File: config.mk
export PLATFORM = sky130hd
export DESIGN_NAME = clip_sequencer
export DESIGN_NICKNAME = d
export VERILOG_FILES = /design/src/rtl/clip_sequencer.sv
export SDC_FILE = /design/constraint.sdc
export NUM_CORES = 1
export LEC_CHECK = 0
export CAP_MARGIN = 20
export CORE_MARGIN = 2
export CORE_UTILIZATION = 53
export CTS_CLUSTER_DIAMETER = 100
export DETAILED_ROUTE_END_ITERATION = 10
export PLACE_DENSITY = 0.88
export SKIP_LAST_GASP = 1
export SLEW_MARGIN = 25
export SYNTH_ARGS = -nofsm -noshare
export SYNTH_HDL_FRONTEND = slang
export SYNTH_SLANG_ARGS = --single-unit
File: constraint.sdc
create_clock -name clk -period 3.3 [get_ports clk]
set_clock_uncertainty 0.2 [all_clocks]
set_input_delay 0.33 -clock clk [delete_from_list [all_inputs] [get_ports clk]]
set_output_delay 0.33 -clock clk [all_outputs]
set_load 0.02 [all_outputs]
File: src/rtl/clip_sequencer.sv
// Record/playback sequencer for the clip recorder: per-clip lengths, one clip active at a time.
// Optional LOOP_PLAYBACK_EN: playback wraps to the start of the clip instead of ending.
module clip_sequencer #(
    parameter int ADDR_W = 14,
    parameter int CLIP_W = 1
) (
    input  logic                     clk,
    input  logic                     reset,
    input  logic                     play_pulse,
    input  logic                     record_pulse,
    input  logic                     clip_play_pulse,
    input  logic                     clip_rec_pulse,
    input  logic                     clear_pulse,
    input  logic                     sample_tick,
    output logic [CLIP_W+ADDR_W-1:0] mem_addr,
    output logic                     mem_we,
    output logic                     mem_re,
    output logic [CLIP_W-1:0]        play_clip,
    output logic [CLIP_W-1:0]        rec_clip,
    output logic [1:0]               state,
    output logic                     done
);

    localparam int NUM_CLIPS = 1 << CLIP_W;

    localparam logic [1:0] ST_IDLE   = 2'b00;
    localparam logic [1:0] ST_RECORD = 2'b01;
    localparam logic [1:0] ST_PLAY   = 2'b10;

    localparam logic [ADDR_W-1:0] OFFSET_LAST = '1;
    localparam logic [ADDR_W:0]   LEN_ONE     = {{ADDR_W{1'b0}}, 1'b1};

    logic [1:0]               state_q, state_d;
    logic [ADDR_W-1:0]        offset_q, offset_d;
    logic [ADDR_W:0]          length_q [NUM_CLIPS];
    logic [CLIP_W-1:0]        play_clip_q, play_clip_d;
    logic [CLIP_W-1:0]        rec_clip_q, rec_clip_d;
    logic [CLIP_W+ADDR_W-1:0] mem_addr_q, mem_addr_d;
    logic                     mem_we_q, mem_we_d;
    logic                     mem_re_q, mem_re_d;
    logic                     done_q, done_d;

    logic                     len_we;
    logic                     len_clear;
    logic [ADDR_W:0]          len_wdata;
    logic [ADDR_W:0]          play_len;
    logic [ADDR_W:0]          play_last_off;
    logic                     play_last;

    assign play_len      = length_q[play_clip_q];
    assign play_last_off = play_len - LEN_ONE;
    assign play_last     = ({1'b0, offset_q} == play_last_off);

    // A tick coincident with the stop pulse is still written, so it is counted.
    assign len_wdata = {1'b0, offset_q} + {{ADDR_W{1'b0}}, sample_tick};

    always_comb begin
        state_d     = state_q;
        offset_d    = offset_q;
        play_clip_d = play_clip_q;
        rec_clip_d  = rec_clip_q;
        mem_addr_d  = mem_addr_q;
        mem_we_d    = 1'b0;
        mem_re_d    = 1'b0;
        done_d      = 1'b0;
        len_we      = 1'b0;
        len_clear   = 1'b0;

        if (clear_pulse) begin
            state_d   = ST_IDLE;
            offset_d  = '0;
            len_clear = 1'b1;
        end else begin
            case (state_q)
                ST_IDLE: begin
                    if (record_pulse) begin
                        state_d  = ST_RECORD;
                        offset_d = '0;
                    end else if (play_pulse && (play_len != '0)) begin
                        state_d  = ST_PLAY;
                        offset_d = '0;
                    end
                    if (clip_play_pulse) begin
                        play_clip_d = play_clip_q + 1'b1;
                    end
                    if (clip_rec_pulse) begin
                        rec_clip_d = rec_clip_q + 1'b1;
                    end
                end

                ST_RECORD: begin
                    if (sample_tick) begin
                        mem_we_d   = 1'b1;
                        mem_addr_d = {rec_clip_q, offset_q};
                        offset_d   = offset_q + 1'b1;
                    end
                    // Writing the last offset fills the clip and ends the take.
                    if (record_pulse || (sample_tick && (offset_q == OFFSET_LAST))) begin
                        len_we  = 1'b1;
                        state_d = ST_IDLE;
                        done_d  = 1'b1;
                    end
                end

                ST_PLAY: begin
                    if (sample_tick) begin
                        mem_re_d   = 1'b1;
                        mem_addr_d = {play_clip_q, offset_q};
                        if (play_last) begin
                            offset_d = '0;
`ifdef LOOP_PLAYBACK_EN
`else
                            state_d  = ST_IDLE;
                            done_d   = 1'b1;
`endif
                        end else begin
                            offset_d = offset_q + 1'b1;
                        end
                    end
                    if (play_pulse) begin
                        state_d = ST_IDLE;
                        done_d  = 1'b1;
                    end
                end

                default: begin
                    state_d = ST_IDLE;
                end
            endcase
        end
    end

    always_ff @(posedge clk) begin
        if (reset) begin
            state_q     <= ST_IDLE;
            offset_q    <= '0;
            play_clip_q <= '0;
            rec_clip_q  <= '0;
            mem_addr_q  <= '0;
            mem_we_q    <= 1'b0;
            mem_re_q    <= 1'b0;
            done_q      <= 1'b0;
        end else begin
            state_q     <= state_d;
            offset_q    <= offset_d;
            play_clip_q <= play_clip_d;
            rec_clip_q  <= rec_clip_d;
            mem_addr_q  <= mem_addr_d;
            mem_we_q    <= mem_we_d;
            mem_re_q    <= mem_re_d;
            done_q      <= done_d;
        end
    end

    always_ff @(posedge clk) begin
        for (int i = 0; i < NUM_CLIPS; i++) begin
            if (reset || len_clear) begin
                length_q[i] <= '0;
            end else if (len_we && (rec_clip_q == CLIP_W'(i))) begin
                length_q[i] <= len_wdata;
            end
        end
    end

    assign mem_addr  = mem_addr_q;
    assign mem_we    = mem_we_q;
    assign mem_re    = mem_re_q;
    assign play_clip = play_clip_q;
    assign rec_clip  = rec_clip_q;
    assign state     = state_q;
    assign done      = done_q;

endmodule

* Yosys cells after proc, flatten, opt, wreduce, memory -nomap -nowiden *
Memory sizes are Yosys's and may differ from the RTL's. A register that Yosys moved wholly into a read port is not among the register bits.
Cells that the tools add are included.

word-level totals
  bits in read-only memories = 0
  RAM bits = 30
  word-level logic and storage cells = 85
  input port bits = 8
  bits in latches = 0
  memories = 1
  register bits = 36
  output and inout bits = 22

memories
  name      depth  width  rd ports  clocked after Yosys merged registers in  write ports  RTL line  source
  length_q  2      15     1         1                                        2            35        logic [ADDR_W:0] length_q [NUM_CLIPS];

cells by class
  multipliers = 0
  bitwise logic cells = 6
  reduce and logical (&&, ||, !) cells = 18
  $add $sub $neg = 5
  shift-type cells = 0
  div/mod/pow operators = 0
  $lt $le $gt $ge = 0
  mux-type cells = 37
  equal/unequal tests = 10

operators by type and width
  cell                     count
  $mux W14                 5
  $mux W15                 4
  $pmux W14 S3             1
  $pmux W15 S2             1
  $mux W1                  18
  $add A14 B1 Y15          1
  $eq A14 B15 Y1           1
  $reduce_bool A15 Y1      1
  $sub A15 B1 Y15 const B  1
  $add A14 B1 Y14 const B  1
  $eq A14 B14 Y1 const B   1
  $mux W2                  6
  $reduce_and A4 Y1        3
  $ne A3 B3 Y1 const B     3
  $ne A2 B2 Y1 const B     3
  $pmux W2 S3              1
  $reduce_and A3 Y1        2
  $reduce_or A3 Y1         2
  $logic_and A1 B1 Y1      4
  $not A1 Y1               4
  $reduce_bool A3 Y1       1
  $add A1 B1 Y1 const B    2
  $eq A2 B1 Y1 const B     1
  $eq A2 B2 Y1 const B     1
  other kinds (6)          8

* Depth between registers and ports, before layout *
Gate-level depths: netlist (run 1).

  depth in word-level cells = 11
  mapped depth = 15

* Least setup slack after synthesis (run 1) *
Ideal clock, no wire load.

  kind = register to register
  from = reg (tool-made name)
  to = reg offset_q[9]
  library setup time = 0.117 ns
  stages on the path, launching flop included = 16
  slack = -0.250 ns
  path buffers = 5
  arrival = 3.234 ns
  path through = dfxtp_1 -> buf_6 -> buf_2 -> buf_2 -> mux2i_1 -> ha_1 -> xnor2_1 -> xnor2_1 -> and4_1 -> nand4_1 -> a2111o_1 -> or4_1 -> buf_2 -> buf_2 -> a21o_1 -> a22o_1

RTL lines
  element               RTL line  source
  to (signal assigned)  145       offset_q <= offset_d;
  to (decl)             34        logic [ADDR_W-1:0] offset_q, offset_d;

==> flow_summary.json, run 1 <==
{
  "crit_type": "flop to flop",
  "placed_cells": 564,
  "hold_viol": 0,
  "ys_dominant_reg_cell": "dfxtp_1",
  "synth_edf_count": 30,
  "initial_core_util": 0.548,
  "power_density_nw_per_um2": 370,
  "seq_area_frac_synth": 0.411,
  "clk_transition_reported_paths_ns": 0.07,
  "synth_seq_cells": 67,
  "avgSynthCellArea_um2": 9.06,
  "fill_cells": 593,
  "grt_usage": 0.217,
  "hold_class": "flop to flop",
  "yosysTopAreaCell": "edfxtp_1",
  "cts_made_buffers": 9,
  "tns_ns": 0,
  "die_h_um": 90.9,
  "cp-end-kind": "flop",
  "cp-start-kind": "flop",
  "antenna_found_initial": 0,
  "placementRows": 31,
  "netlist_area_um2": 4000,
  "crit_arrival_ns": 3.25,
  "synth_top_area_frac": 0.225,
  "rsz0062_at_grt": "false",
  "layout-drive-gt1-share": 0.147,
  "slew_violations": 0,
  "hpwlAfterDp_um": 6640,
  "setup_viol_count_final": 0,
  "hold_buffers": 0,
  "grt_pass1_wl_um": 14500,
  "period_minus_slack_ns": 3.22,
  "drtPass1Iterations": 5,
  "leakage_uw": 0.00194,
  "diodes": 0,
  "wl_per_cell_um": 15.8,
  "finalWirelength_um": 9200,
  "clock.fmax_mhz": 310,
  "synthArstFlopShare": 0,
  "port_buffers": 29,
  "core-area_um2": 7290,
  "gr-total-overflow": 0,
  "cp_max_fo": 17,
  "timing_worst_slew_pin_value_ns": 0.567,
  "die-area_um2": 8250,
  "ys_types": 55,
  "cts.htree.levels": 3,
  "cts_tree": "yes",
  "grt_max_degree": 22,
  "nNetsFinal": 494,
  "yosysWarnings": 0,
  "synthTopCellsByArea": "edfxtp_1 23%, dfxtp_1 19%, nor2_1 8.4%",
  "finalCritPeriodShare": 0.977,
  "gp_congestion": 0.901,
  "die_w_um": 90.9,
  "via_count": 3336,
  "max_slew_margin": 0.620,
  "num_io_pins": 30,
  "ctsLongestPathBuffers": 2,
  "route.detailed.drc": 0,
  "cp.required_ns": 3.32,
  "maxCapViolCount": 0,
  "netlist_instances": 441,
  "drtIter0Drc": 222,
  "clkLatencyLatePin_ns": 0.34,
  "outcome": "finished, final reports clean",
  "grt_pass1_vias": 3045,
  "synthesis.nets": 457,
  "ir_drop_mv": 0.349,
  "clock-sinks": 67,
  "cts_root_buf": "clkbuf_8",
  "vias_per_cell": 5.73,
  "final_cells": 582,
  "r2r_slack_ns": 0.08,
  "ant_nets": 0,
  "syn_to_final_growth_pct": 19.8
}
==> placed cells by master, fill, tap and decap left out, drive strengths merged, types with 12 or more instances in the layout <==
cell type | synthesis | layout
nor3 | 13 | 13
nor2 | 90 | 90
xor2 | 13 | 13
o21ai | 15 | 15
buf | 13 | 30
xnor2 | 24 | 24
mux2i | 32 | 32
nand3 | 12 | 12
edfxtp | 30 | 30
dfxtp | 37 | 37
a22o | 13 | 13
nand2 | 21 | 21
clkdlybuf4s50 | 0 | 29
==> synth_stat cells (7+ instances only) <==
master,instances
dfxtp_1,37
nor3_1,13
o21ai_0,13
a21o_1,11
inv_1,11
ha_1,8
a21oi_1,8
and3_1,8
nand3_1,12
xnor2_1,24
mux2i_1,32
edfxtp_1,30
a22o_1,13
clkbuf_1,21
buf_2,7
nor2_1,89
xor2_1,13
nand2_1,21
==> report_power, final <==
group / switching, µW / total [µW] / internal, µW
clock: 299 / 569 / 270
combinational: 150 / 286 / 136
sequential: 27.4 / 915 / 888
total: 477 / 1770 / 1290
==> worst paths after layout <==
check                             startpoint           end  cells after the start
worst max-delay path                    flop   offset_q[7]                     10
worst min-delay path            mem_addr[14]  mem_addr[14]                      2
worst max register to register          flop   offset_q[7]                     10
worst min register to register  mem_addr[14]  mem_addr[14]                      2
==> per-layer routing <==
layer  part of all wire  GRT usage  vias to the layer above
met3              0.054     0.0409                       23
met1               0.45      0.288                     1555
met5                  0          0                        -
met2               0.47      0.351                      127
met4              0.025     0.0859                        0
li1                   -          -                     1631
==> worst max-delay path, stage by stage, from the launching register on <==
cell and delay, ns:
dfxtp_4 0.40, nor4b_1 0.16, buf_4 0.15, o211ai_4 0.26, nor2_2 0.06, or3_1 0.37
a2111o_1 0.41, or4_4 0.50, buf_12 0.17, o2bb2ai_2 0.18, a22o_1 0.25
==> sequential cells by signal (all words and copies together) (netlist names), named ones only <==
signal and count:
state 2, play_clip 1, mem_addr 15, mem_we 1, done 1, rec_clip 1, offset_q 14, length_q 30
mem_re 1
==> repair_timing <==
item / in CTS / in global routing
cloned: 0 / 1
pin swaps: 1 / 6
buffers inserted: 0 / 1
resized for setup: 3 / 17
endpoints found under the setup margin: 14 / 15
==> cell type report <==
class	count	area (µm²)	share of cell area
Tap cell	99	124	0.0259
Multi-Input combinational cell	330	2280	0.476
Clock inverter	5	31.3	0.00653
Sequential cell	67	1650	0.344
Clock buffer	11	131	0.0274
Timing Repair Buffer	59	536	0.112
Inverter	11	41.3	0.00862
==> metrics by stage <==
stage	area (µm²)	utilization	setup slack (ns)	hold slack, ns	power (µW)
2_1_floorplan	4060	-	-0.0571	0.283	1120
3_3_place_gp	4510	0.618	0.00797	0.273	1190
3_5_place_dp	4510	0.618	-0.0572	0.288	1190
4_1_cts	4680	0.642	0.000681	0.306	1750
5_1_grt	4790	0.657	0.0126	0.337	1840
6_report	4790	0.657	0.0755	0.294	1770
==> cell families (layout without fill, tap and decap cells) <==
kind of cell / count (synthesis) / after routing / synth area share
adder cells (fa/ha/maj): 8 / 8 / 0.0250
multiplexers: 32 / 32 / 0.0801
AO/OA/AOI/OAI: 69 / 70 / 0.128
XOR/XNOR: 37 / 37 / 0.0811
AND/OR/NAND/NOR: 183 / 183 / 0.225
buffers and inverters: 45 / 86 / 0.0501
flip-flops: 67 / 67 / 0.411
(Power assumes the default switching activity.)
==> inputs of run 2 (changes only) <==
ABC_AREA = 1   (was not set)
PLACE_DENSITY = 0.86   (was 0.88)
==> run 2 against run 1 <==
Compared with the run above:
- combinational power rose by 44%
- flip-flop and latch count unchanged
- critical path depth shrank 1
- first-iteration DRC count rose by 20%
- clock-buffer cell count rose by 1
- cell area fell by 4.6%
- critical endpoint is now length_q[1][13]
==> flow_summary.json, run 2 <==
{
  "setup_ws_ns": 0.236,
  "grt_pass1_vias": 3624,
  "port_buffers": 29,
  "ys_types": 32,
  "rsz0062_at_grt": "false",
  "die_h_um": 90.6,
  "synth_seq_cells": 67,
  "synthArstFlopShare": 0,
  "yosysWarnings": 0,
  "clk_transition_reported_paths_ns": 0.08,
  "clkLatencyLatePin_ns": 0.35,
  "cts_root_buf": "clkbuf_8",
  "top_register": "length_q",
  "cp-start-kind": "flop",
  "hold_class": "flop to flop",
  "cts_made_buffers": 9,
  "synth_edf_count": 30,
  "slew_violations": 0,
  "cp-end-kind": "flop",
  "cts_tree": "yes",
  "outcome": "finished, final reports clean",
  "placed_cells": 661,
  "gr-total-overflow": 0,
  "cp_max_fo": 15,
  "final_cells": 677,
  "largest_register_ffs": 30,
  "yosysTopAreaCell": "edfxtp_1",
  "crit_start": "offset_q[1]",
  "grt_usage": 0.255,
  "synthesis.nets": 563,
  "period_minus_slack_ns": 3.06,
  "min_from": "mem_addr[10]",
  "tns_ns": 0,
  "max_slew_margin": 0.547,
  "cts.htree.levels": 3,
  "ctsLongestPathBuffers": 2,
  "ys_dominant_reg_cell": "dfxtp_1",
  "antenna_found_initial": 0,
  "hpwlAfterDp_um": 7530,
  "p_total_uw": 2190,
  "core-area_um2": 7250,
  "gp_congestion": 0.935,
  "drtPass1Iterations": 7,
  "crit_arrival_ns": 2.84,
  "synth_simple_gate_area_share": 0.339,
  "leakage_uw": 0.00187,
  "synthTopCellsByArea": "edfxtp_1 23%, dfxtp_1 19%, nand2_1 15%",
  "finalWirelength_um": 9980,
  "ant_nets": 0,
  "final_cell_mix": "153 x nand2_1, 67 x nor2_1, 59 x inv_1, 36 x dfxtp_1, 35 x nand3_1",
  "grt_pass1_wl_um": 16800,
  "setup_viol_count_final": 0,
  "fill_cells": 642,
  "num_io_pins": 30,
  "grt_max_degree": 29,
  "layout-drive-gt1-share": 0.0900,
  "crit_type": "flop to flop",
  "wl_per_cell_um": 14.7,
  "route.detailed.drc": 0,
  "reg2reg_from": "offset_q[1]",
  "timing_worst_slew_pin_value_ns": 0.677,
  "hold_viol": 0,
  "die-area_um2": 8210,
  "ys_top_cells_by_count": "154 x nand2_1, 67 x nor2_1, 59 x inv_1",
  "synth_fa_ha_area_frac": 0.0252,
  "seq_area_frac_synth": 0.413,
  "final_common_cell": "nand2_1",
  "via_count": 3701,
  "synth_top_family_by_area": "simple AND/OR/NAND/NOR gates",
  "synthMuxAreaShare": 0,
  "power_density_nw_per_um2": 479,
  "synth_top_area_frac": 0.227,
  "netlist_instances": 547,
  "maxCapViolCount": 0,
  "synth_compound_area_frac": 0.0856,
  "cp.required_ns": 3.08,
  "pre_cts_slack_ns": 0.278,
  "initial_core_util": 0.548,
  "diodes": 0,
  "ir_drop_mv": 0.282,
  "yosysMostFrequentCell": "nand2_1",
  "drtIter0Drc": 267,
  "vias_per_cell": 5.47,
  "netlist_area_um2": 3970,
  "placementRows": 31,
  "hold_buffers": 0,
  "finalCritPeriodShare": 0.928,
  "clock.fmax_mhz": 326,
  "syn_to_final_growth_pct": 15.0,
  "avgSynthCellArea_um2": 7.26,
  "nNetsFinal": 589,
  "die_w_um": 90.6,
  "clock-sinks": 67,
  "synth_xor_area_frac": 0.0529
}
==> run 2: cell types whose count changed in the layout (fill, tap and decap cells not counted), sizes merged, moves of 25 or more <==
| cell | previous run | this run |
|---|---|---|
| nand2 | 21 | 160 |
| a21oi | 8 | 33 |
| mux2i | 32 | 0 |
| nand3 | 12 | 39 |
| inv | 11 | 62 |
| buf | 30 | 2 |
==> run 2: metrics by stage <==
step / cell area (µm²) / hold slack [ns] / utilization
6_report: 4570 / 0.294 / 0.630
3_3_place_gp: 4310 / 0.267 / 0.594
3_5_place_dp: 4310 / 0.276 / 0.594
2_1_floorplan: 3970 / 0.202 / -
4_1_cts: 4570 / 0.297 / 0.629
5_1_grt: 4570 / 0.318 / 0.630
==> run 2: logic make-up after synthesis <==
family                     after synthesis
AOI/OAI and AO/OA                       66
xor gates and xnor gates                24
adders and majority gates                8
buffers and inverters                   80
DFF                                     67
and+or+nand+nor                        302
==> run 2: routing by layer <==
| metal | part of all wire | vias to the layer above | GRT usage |
|---|---|---|---|
| li1 | - | 1815 | - |
| met1 | 0.43 | 1689 | 0.331 |
| met2 | 0.47 | 165 | 0.420 |
| met3 | 0.072 | 32 | 0.0501 |
| met4 | 0.028 | 0 | 0.100 |
| met5 | 0 | - | 0 |
==> run 2: repair_timing <==
action | in CTS | in global routing
setup buffers | 0 | 0
setup endpoints to repair | 0 | 31
gates resized for setup | 0 | 3
==> run 2: final cells by class <==
| class | count | area [µm²] | share of cell area |
|---|---|---|---|
| multi-input cells | 400 | 2000 | 0.438 |
| flip-flops and latches | 67 | 1640 | 0.359 |
| repair buffers | 31 | 305 | 0.0668 |
| inverters | 64 | 241 | 0.0528 |
| clock buffers | 12 | 179 | 0.0391 |
| well taps | 99 | 124 | 0.0271 |
| clock inverters | 4 | 77.6 | 0.0170 |
==> run 2: where the power goes <==
group / switching [µW] / internal, µW / total [µW]
clock network: 324 / 523 / 847
registers: 25.6 / 903 / 929
logic: 277 / 136 / 412
==> run 2: path summary, 6_finish.rpt <==
| check | endpoint | cells past startpoint | slack (ns) |
|---|---|---|---|
| setup / recovery | length_q[1][13] | 9 | 0.24 |
| hold / removal | mem_addr[10] | 2 | 0.29 |
| setup reg to reg | length_q[1][13] | 9 | 0.24 |
| hold reg to reg | mem_addr[10] | 2 | 0.29 |
==> run 2: critical path: stages (launching register included) <==
cell and delay [ns]:
dfxtp_1 0.49, ha_1 0.24, nand2_1 0.09, nor2_2 0.19
nand2_1 0.15, o31ai_1 0.38, nand2_1 0.16, nor2_2 0.20
nand2_1 0.08, nand2_1 0.51
==> inputs of run 3 (changes only) <==
CAP_MARGIN = not set   (was 20)
CORE_UTILIZATION = 55   (was 53)
CTS_BUF_LIST = sky130_fd_sc_hd__clkbuf_8   (was not set)
PLACE_DENSITY = 0.89   (was 0.86)
==> run 3 against run 2 <==
Compared with the run above:
- setup slack better by 0.20 ns
- first-iteration DRC count up 8.2%
- non-clock buffer count up 4
- sequential share of layout area up 0.15 points
- critical path depth unchanged
- flip-flop and latch count unchanged
==> flow_summary.json, run 3 (synthesized netlist as in run 2, its figures left out) <==
{
  "fin_util": 0.659,
  "grt_pass1_vias": 3534,
  "maxCapViolCount": 0,
  "die_w_um": 89,
  "final_cell_mix": "154 x nand2_1, 67 x nor2_1, 60 x inv_1, 37 x dfxtp_1, 35 x nand3_1",
  "min_from": "mem_addr[10]",
  "max_slew_margin": 0.629,
  "cp-start-kind": "flop",
  "crit_start": "offset_q[1]",
  "initial_core_util": 0.575,
  "clkLatencyLatePin_ns": 0.35,
  "grt_pass1_wl_um": 16100,
  "nNetsFinal": 593,
  "crit_type": "flop to flop",
  "ctsLongestPathBuffers": 2,
  "leakage_uw": 0.00187,
  "cts_setup_buffers": 0,
  "die_h_um": 89,
  "setup_viol_count_final": 0,
  "largest_register_ffs": 30,
  "period_minus_slack_ns": 2.87,
  "power_density_nw_per_um2": 457,
  "timing_worst_slew_pin_value_ns": 0.556,
  "cp_max_fo": 15,
  "cts_root_buf": "clkbuf_8",
  "hold_buffers": 0,
  "cts_made_buffers": 9,
  "placementRows": 30,
  "rsz0062_at_grt": "false",
  "diodes": 0,
  "gp_congestion": 0.934,
  "core-area_um2": 6910,
  "hold_viol": 0,
  "die-area_um2": 7920,
  "layout-drive-gt1-share": 0.0895,
  "slew_violations": 0,
  "cp-end-kind": "flop",
  "hpwlAfterDp_um": 7490,
  "top_register": "length_q",
  "final_common_cell": "nand2_1",
  "tns_ns": 0,
  "finalCritPeriodShare": 0.869,
  "ir_drop_mv": 0.218,
  "via_count": 3751,
  "cts.htree.levels": 3,
  "cp.required_ns": 3.28,
  "antenna_found_initial": 0,
  "clock-sinks": 67,
  "cts_resized": 0,
  "wl_per_cell_um": 15.3,
  "reg2reg_from": "offset_q[1]",
  "grt_max_degree": 29,
  "clock.fmax_mhz": 349,
  "num_io_pins": 30,
  "outcome": "finished, final reports clean",
  "drtPass1Iterations": 5,
  "finalWirelength_um": 10300,
  "grt_usage": 0.271,
  "hold_class": "flop to flop",
  "port_buffers": 29,
  "vias_per_cell": 5.54,
  "gr-total-overflow": 0,
  "drtIter0Drc": 289,
  "ant_nets": 0,
  "cts_tree": "yes",
  "clk_transition_reported_paths_ns": 0.07,
  "syn_to_final_growth_pct": 14.5,
  "crit_arrival_ns": 2.85,
  "route.detailed.drc": 0
}
run 3: cell count changes in the layout (fill, tap and decap cells not counted), sizes merged:
cell,change
buf,+4
clkbuf,+1
clkinv,-3
inv,+2
bufinv,-1
run 3: critical path, cell delays in order (launching register included):
cell     delay (ns)
dfxtp_1        0.49
ha_1           0.25
nand2_1        0.09
nor2_2         0.19
nand2_1        0.16
o31ai_1        0.34
nand2_1        0.15
nor2_2         0.24
nand3_2        0.36
nor2_1         0.23
run 3: worst paths after layout:
check	endpoint	slack (ns)	depth (start not counted)
setup / recovery	length_q[1][6]	0.43	9
hold / removal	mem_addr[10]	0.29	2
setup reg to reg	length_q[1][6]	0.43	9
hold reg to reg	mem_addr[10]	0.29	2
run 3: final cells by class:
cell class	instances	area (µm²)
clock buffer	13	179
timing repair buffer	35	335
tap	96	120
multi-input combinational	400	2000
clock inverter	2	33.8
fill	610	2360
sequential	67	1640
inverter	64	240
run 3: per-layer routing:
metal / vias up / wire (µm) / track usage / share of wire
met5: - / 0 / 0 / 0
met4: 0 / 359 / 0.132 / 0.035
met3: 31 / 772 / 0.0656 / 0.075
met2: 169 / 4890 / 0.454 / 0.47
met1: 1730 / 4310 / 0.328 / 0.42
li1: 1821 / - / - / -
run 3: through the flow:
stage	setup slack (ns)	instance area [µm²]	hold WS, ns	cells	total power [µW]
6_report	0.433	4550	0.291	677	2080
5_1_grt	0.227	4550	0.328	677	2180
4_1_cts	0.485	4550	0.293	677	2080
3_5_place_dp	0.515	4340	0.281	662	1350
3_3_place_gp	0.590	4340	0.273	662	1340
2_1_floorplan	0.839	3970	0.202	547	1230
run 3: power breakdown:
part	internal, µW	leakage, µW	total [µW]	switching, µW
logic	140	0.00112	423	283
registers	903	0.000636	926	23.4
clock network	425	0.000113	727	302
total	1470	0.00187	2080	609
